## src/rtl/instr_seq.sv

```systemverilog
// Instruction sequencer: fetches one byte per instruction over req/ack, steps
// FETCH -> DECODE -> EXEC, and owns the PC, jumps, halt/resume and exec timeout.
module instr_seq #(
  parameter int          ADDR_W   = 12,
  parameter logic [ADDR_W-1:0] RST_VEC = '0,
  parameter logic [3:0]  HALT_OP  = 4'hF,
  parameter int          MAX_EXEC = 15
) (
  input  logic              clk,
  input  logic              rst,
  output logic              mem_req,
  output logic [ADDR_W-1:0] mem_addr,
  input  logic              mem_ack,
  input  logic [7:0]        mem_rdata,
  output logic [7:0]        instr,
  output logic              exec_en,
  input  logic              exec_done,
  input  logic              jmp_en,
  input  logic [ADDR_W-1:0] jmp_addr,
  input  logic              halt,
  input  logic              run,
  output logic [ADDR_W-1:0] pc,
  output logic              halted,
  output logic              fault
);

  localparam int CNT_W = $clog2(MAX_EXEC + 1);
  localparam logic [CNT_W-1:0] CNT_LAST = CNT_W'(MAX_EXEC - 1);

  typedef enum logic [1:0] {
    FETCH  = 2'd0,
    DECODE = 2'd1,
    EXEC   = 2'd2,
    HALT   = 2'd3
  } state_t;

  state_t              state_reg, state_next;
  logic [ADDR_W-1:0]   pc_reg, pc_next;
  logic [7:0]          instr_reg, instr_next;
  logic                mem_req_reg, mem_req_next;
  logic                fault_reg, fault_next;
  logic                halt_pend_reg, halt_pend_next;
  logic [CNT_W-1:0]    cnt_reg, cnt_next;
  logic                halt_any;
  logic                is_halt_op;

  assign halt_any   = halt_pend_reg | halt;
  assign is_halt_op = (instr_reg[7:4] == HALT_OP);

  always_ff @(posedge clk) begin
    if (rst) begin
      state_reg     <= FETCH;
      pc_reg        <= RST_VEC;
      instr_reg     <= 8'h00;
      mem_req_reg   <= 1'b0;
      fault_reg     <= 1'b0;
      halt_pend_reg <= 1'b0;
      cnt_reg       <= '0;
    end else begin
      state_reg     <= state_next;
      pc_reg        <= pc_next;
      instr_reg     <= instr_next;
      mem_req_reg   <= mem_req_next;
      fault_reg     <= fault_next;
      halt_pend_reg <= halt_pend_next;
      cnt_reg       <= cnt_next;
    end
  end

  always_comb begin
    state_next   = state_reg;
    pc_next      = pc_reg;
    instr_next   = instr_reg;
    mem_req_next = mem_req_reg;
    fault_next   = fault_reg;
    cnt_next     = cnt_reg;

    unique case (state_reg)
      FETCH: begin
        // Request goes out one cycle after entering FETCH and holds until ack.
        if (mem_req_reg && mem_ack) begin
          instr_next   = mem_rdata;
          pc_next      = pc_reg + ADDR_W'(1);
          mem_req_next = 1'b0;
          state_next   = DECODE;
        end else begin
          mem_req_next = 1'b1;
        end
      end

      DECODE: begin
        cnt_next   = '0;
        state_next = EXEC;
      end

      EXEC: begin
        // A completion on the last allowed cycle beats the timeout.
        if (exec_done) begin
          if (jmp_en) begin
            pc_next = jmp_addr;
          end
          cnt_next   = '0;
          state_next = (is_halt_op || halt_any) ? HALT : FETCH;
        end else if (cnt_reg == CNT_LAST) begin
          fault_next = 1'b1;
          cnt_next   = '0;
          state_next = HALT;
        end else begin
          cnt_next = cnt_reg + CNT_W'(1);
        end
      end

      HALT: begin
        mem_req_next = 1'b0;
        if (run && !halt) begin
          fault_next = 1'b0;
          state_next = FETCH;
        end
      end

      default: begin
        state_next = FETCH;
      end
    endcase

    // A pending halt is consumed by entering HALT; requests seen while halted
    // must not carry over into the resumed program.
    halt_pend_next = (state_next == HALT) ? 1'b0 : halt_any;
  end

  assign mem_req  = mem_req_reg;
  assign mem_addr = pc_reg;
  assign instr    = instr_reg;
  assign pc       = pc_reg;
  assign exec_en  = (state_reg == EXEC);
  assign halted   = (state_reg == HALT);
  assign fault    = fault_reg;

endmodule

```

## config.mk

```make
export PLATFORM = sky130hd
export DESIGN_NAME = instr_seq
export DESIGN_NICKNAME = d
export VERILOG_FILES = /design/src/rtl/instr_seq.sv
export SDC_FILE = /design/constraint.sdc
export NUM_CORES = 1
export LEC_CHECK = 0
export ABC_CLOCK_PERIOD_IN_PS = 2700
export CELL_PAD_IN_SITES_DETAIL_PLACEMENT = 1
export CELL_PAD_IN_SITES_GLOBAL_PLACEMENT = 1
export CORE_ASPECT_RATIO = 1.4
export CORE_UTILIZATION = 34
export CTS_CLUSTER_SIZE = 40
export DETAILED_ROUTE_END_ITERATION = 8
export PLACE_DENSITY = 0.95
export SYNTH_ARGS = -nofsm -noshare
export SYNTH_HDL_FRONTEND = slang
export SYNTH_SLANG_ARGS = --single-unit
```

## constraint.sdc

```tcl
create_clock -name clk -period 2.7 [get_ports clk]
set_input_delay 0.405 -clock clk [delete_from_list [all_inputs] [get_ports clk]]
set_output_delay 0.405 -clock clk [all_outputs]
set_load 0.01 [all_outputs]
```

# Word-level counts from Yosys, hierarchy flattened
# Index checks and enable logic that the tools add are counted.
# classes
n_addsub	2
eq_ne	12
n_mux	19
bitwise_logic	1
n_reduce_logical	13
# op_table
operator	n
$mux 12	3
$pmux 12 s2	1
$add 12x1->12 const B	1
$mux 2	5
$eq 4x4->1 const B	2
$mux 4	2
$ne 2x1->1 const B	4
$pmux 2 s4	1
$pmux 4 s2	1
$reduce_and 4->1	2
$reduce_bool 2->1	4
$eq 2x2->1 const B	3
$add 4x1->4 const B	1
$mux 1	4
$ne 2x2->1 const B	2
$pmux 1 s2	2
$eq 2x1->1 const B	1
$logic_and 1x1->1	2
$logic_not 2->1	1
$reduce_and 2->1	1
$reduce_or 2->1	1
$logic_not 1->1	1
$logic_or 1x1->1	1
$or 1x1->1	1
# totals
reg_bits	29
input_bits	27
out_inout_bits	36
wordCells	54

# Logic depth before layout (Yosys ltp)
# depth
depth_word	7
ltp_mapped	8
depth_no_buf	6

# Least setup slack after synthesis
# Ideal clock, no wire load.
# synth_timing
kind	register to register
startpoint	reg pc_reg[0] (netlist: mem_addr[0])
endpoint	reg pc_reg[10] (netlist: mem_addr[10])
setup_time_ns	0.129
t_arrival_ns	1.530
t_required_ns	2.571
path_slack_ns	1.041
stages_incl_launch_ff	6
path_buffers	0
period_less_slack_ns	1.659
path_cell_list	dfxtp_1 -> ha_1 -> nand4_2 -> or4_1 -> o21ai_0 -> a211oi_1
# synth_via
elab_chain_len	3
# synth_lines
element	line	source
start, declared	38	logic [ADDR_W-1:0] pc_reg, pc_next;
start signal, assigned	61	pc_reg <= pc_next;
$add 12x1->12	83	pc_next = pc_reg + ADDR_W'(1);
$mux 12	81	if (mem_req_reg && mem_ack) begin
$pmux 12 s2	78	unique case (state_reg)
# Every way passes these cells. The select of a mux whose other input is x is not followed.
# A chain may end at the register's enable or synchronous reset.

# Final worst setup path
# layout_timing
startpoint	reg state_reg[0]
endpoint	out exec_en
# layout_via
elab_chain_len	1
# layout_lines
element	line	source
start, declared	37	state_t state_reg, state_next;
start signal, assigned	60	state_reg <= state_next;
$eq 2x2->1	135	assign exec_en = (state_reg == EXEC);
end, declared	16	output logic exec_en,
# Every way passes these cells.

==> qor.txt <==
Outcome: completed
Sw frac: 31.4%
HP Class: register to register
Crit start category: register
Int Power: 0.000871 W
Setup slack after layout: 0.439 ns
Htree depth: 2
CP max FO: 11
DRC: 0
Top delay family on crit path: buffers and inverters
Buffers on Ports: 62
P per Cell Area: 535 nW/um2
Final Hold Fails: 0
CTS tree: yes
WS Path Type: register to output port
Placed Instances: 320
Clock Path Buffers: 2
Antenna Violating Nets Remaining: 0
Slew Limit Fails: 0
Post-synthesis sequential area ratio: 34.1%
Worst slew pin tran: 0.531 ns
Post-synthesis cell type count: 47
CTS Sinks: 29
Ports: 63
Mapped Area: 1700 um2
Logic gate share of total power: 28.1%
DRT iter0 DRCs: 48
Initial antenna violation count: 0
CTS Buf Count: 5
Clock network fraction of total power: 31.5%
Fraction of registers with async set/reset: 0%
Clock transition at path regs: 0.06 ns
Maxcap violations: 0
Most frequent cells in the layout: 62 x clkdlybuf4s50_1, 39 x nand2_1, 29 x dfxtp_1, 21 x a21oi_1, 12 x nor2_1
R2R cell count: 6
Number of vias in the routed layout: 1787
Worst slew margin: 64.5%
CP Depth: 3
Clk Latency, worst-skew pair: 0.28 ns
Post-detail-place hpwl: 3.72 mm
Number of synthesized register bits: 29
Syn nets: 250
Crit path cell chain: inv_1, ha_1, clkdlybuf4s50_1
Drt wl/cell: 15.2 um
YS warnings: 0
Max reg flops: 12
Vias in the first global route: 1736
ANT cells: 0
Core area: 4840 um2
Sequential Power Share: 40.3%
Total length of routed wires: 4.98 mm
Slowest stage cell, crit path: clkdlybuf4s50_1
Leak: 0.842 nW
Worst Skew: 0.00295 ns
Setup TNS: 0 ns
# Post-CTS Setup Buffers: 0
Dominant synthesized flop cell: dfxtp_1
Pin count of the biggest net entering global routing: 18
Total gr overflow: 0
Switch Pwr: 0.000400 W
Core Rows: 30
Crit path required time: 2.30 ns
Most common cell after layout, fill and taps aside: clkdlybuf4s50_1
Max rail drop VDD: 0.000327 V
First-pass GRT wire length: 8.05 mm
Hold path cells: 2
Starting Density: 35.2%
Mapped Cells: 215
Worst path bufs/invs: 2
Final Critical Period: 2.26 ns
First-pass DRT Iterations: 4
Die Ht: 85.8 um
Critical Path AT: 1.86 ns
Crit path largest cell delay: 0.65 ns
Synth-to-layout area growth: 39.4%
Crit. End Element: output port
Routability cong.: 0.887
Placement Setup Slack: 0.492 ns
CTS Root Cell: clkbuf_8
GRT Overall Usage: 20.4%
Final setup viols: 0
Share of layout cells above drive strength 1: 6.82%
Final critical-path share of the clock period: 83.8%
Die area: 5300 um2
Post-CTS Hold Buffers: 0
Max Clk Rate: 442 MHz
Syn_area_per_cell: 7.93 um2
Final layout net count: 298
CTS resizes: 0
RSZ-0062 raised after global routing: no
Number of flops mapped to enable cells by yosys: 0
Die Width: 61.8 um
Via-to-Cell Ratio: 5.45
Finished Layout Cells: 328
## worst reg2reg max path: stages, from the launching register on
cell and delay (ns):
dfxtp_1 0.35, inv_1 0.11, ha_1 0.46, inv_1 0.32, a2111oi_0 0.39, a221oi_1 0.13, o21a_1 0.19
## layer usage
metal	global-route usage [%]	routed length (um)	up-vias
li1	-	-	855
met1	22.4	1950	859
met2	36.4	2670	61
met3	4.68	249	12
met4	7.88	112	0
met5	0	0	-
## worst paths after layout
| path | slack [ns] | startpoint | end |
|---|---|---|---|
| worst max-delay path | 0.44 | state_reg[0] | exec_en |
| worst min-delay path | 0.46 | instr[1] | instr[1] |
| worst max register to register | 0.63 | state_reg[0] | halt_pend_reg |
| worst min register to register | 0.46 | instr[1] | instr[1] |
## logic make-up (layout without fill, tap and decap cells)
logic type                 Yosys count  in the layout  synth area share [%]
and+or+nand+nor                     84             84                  23.7
AOI/OAI and AO/OA                   59             59                  23.3
buffers and inverters               30             79                  10.3
DFF                                 29             29                  34.1
adders and majority gates            8              8                  5.87
xor gates and xnor gates             3              3                  1.54
muxes                                2              2                  1.17
## synthesized netlist by cell type, types with 2 or more instances
cell | n | share of area [%]
a211oi_1 | 4 | 1.8
a21bo_2 | 2 | 1.2
a21o_1 | 2 | 0.88
a21oi_1 | 21 | 6.2
a22o_1 | 2 | 1.0
a31oi_1 | 3 | 1.1
and3_1 | 2 | 0.73
buf_2 | 2 | 0.59
buf_4 | 12 | 5.3
buf_6 | 2 | 1.3
clkbuf_1 | 7 | 1.5
dfxtp_1 | 29 | 34
ha_1 | 8 | 5.9
inv_1 | 6 | 1.3
mux2i_1 | 2 | 1.2
nand2_1 | 39 | 8.6
nand2b_1 | 2 | 0.73
nand3_1 | 8 | 2.3
nand4_1 | 4 | 1.5
nor2_1 | 12 | 2.6
nor3_1 | 6 | 1.8
nor4_1 | 2 | 0.73
o21a_1 | 2 | 0.88
o21ai_0 | 9 | 2.6
o31ai_1 | 2 | 0.88
o41ai_1 | 3 | 1.5
xor2_1 | 2 | 1.0
## metrics by stage
| stage | area (um2) | hold WS [ns] | total power (W) | utilization (%) |
|---|---|---|---|---|
| 6_report | 2380 | 0.457 | 0.00127 | 49.1 |
| 5_1_grt | 2380 | 0.469 | 0.00134 | 49.1 |
| 4_1_cts | 2380 | 0.458 | 0.00129 | 49.1 |
| 3_5_place_dp | 2270 | 0.449 | 0.000878 | 47.0 |
| 3_3_place_gp | 2270 | 0.449 | 0.000861 | 47.0 |
| 2_1_floorplan | 1700 | 0.481 | 0.000733 | - |
## power by group through the flow
| stage | Clock (W) | Sequential [W] | Combinational (W) |
|---|---|---|---|
| after floorplan | 0 | 0.000521 | 0.000212 |
| after global placement | 0 | 0.000518 | 0.000343 |
| after detailed placement | 0 | 0.000521 | 0.000357 |
| after CTS | 0.000414 | 0.000512 | 0.000361 |
| after global routing | 0.000427 | 0.000519 | 0.000396 |
| final | 0.000401 | 0.000512 | 0.000358 |
## layout make-up
type | count | area, um2
inverter | 6 | 22.5
sequential | 29 | 581
clock inverter | 1 | 5.00
timing repair buffer | 65 | 643
multi-input combinational | 156 | 948
clock buffer | 7 | 96.3
fill | 583 | 2470
tap | 64 | 80.1
No activity file was read; power rests on OpenSTA's default activity.
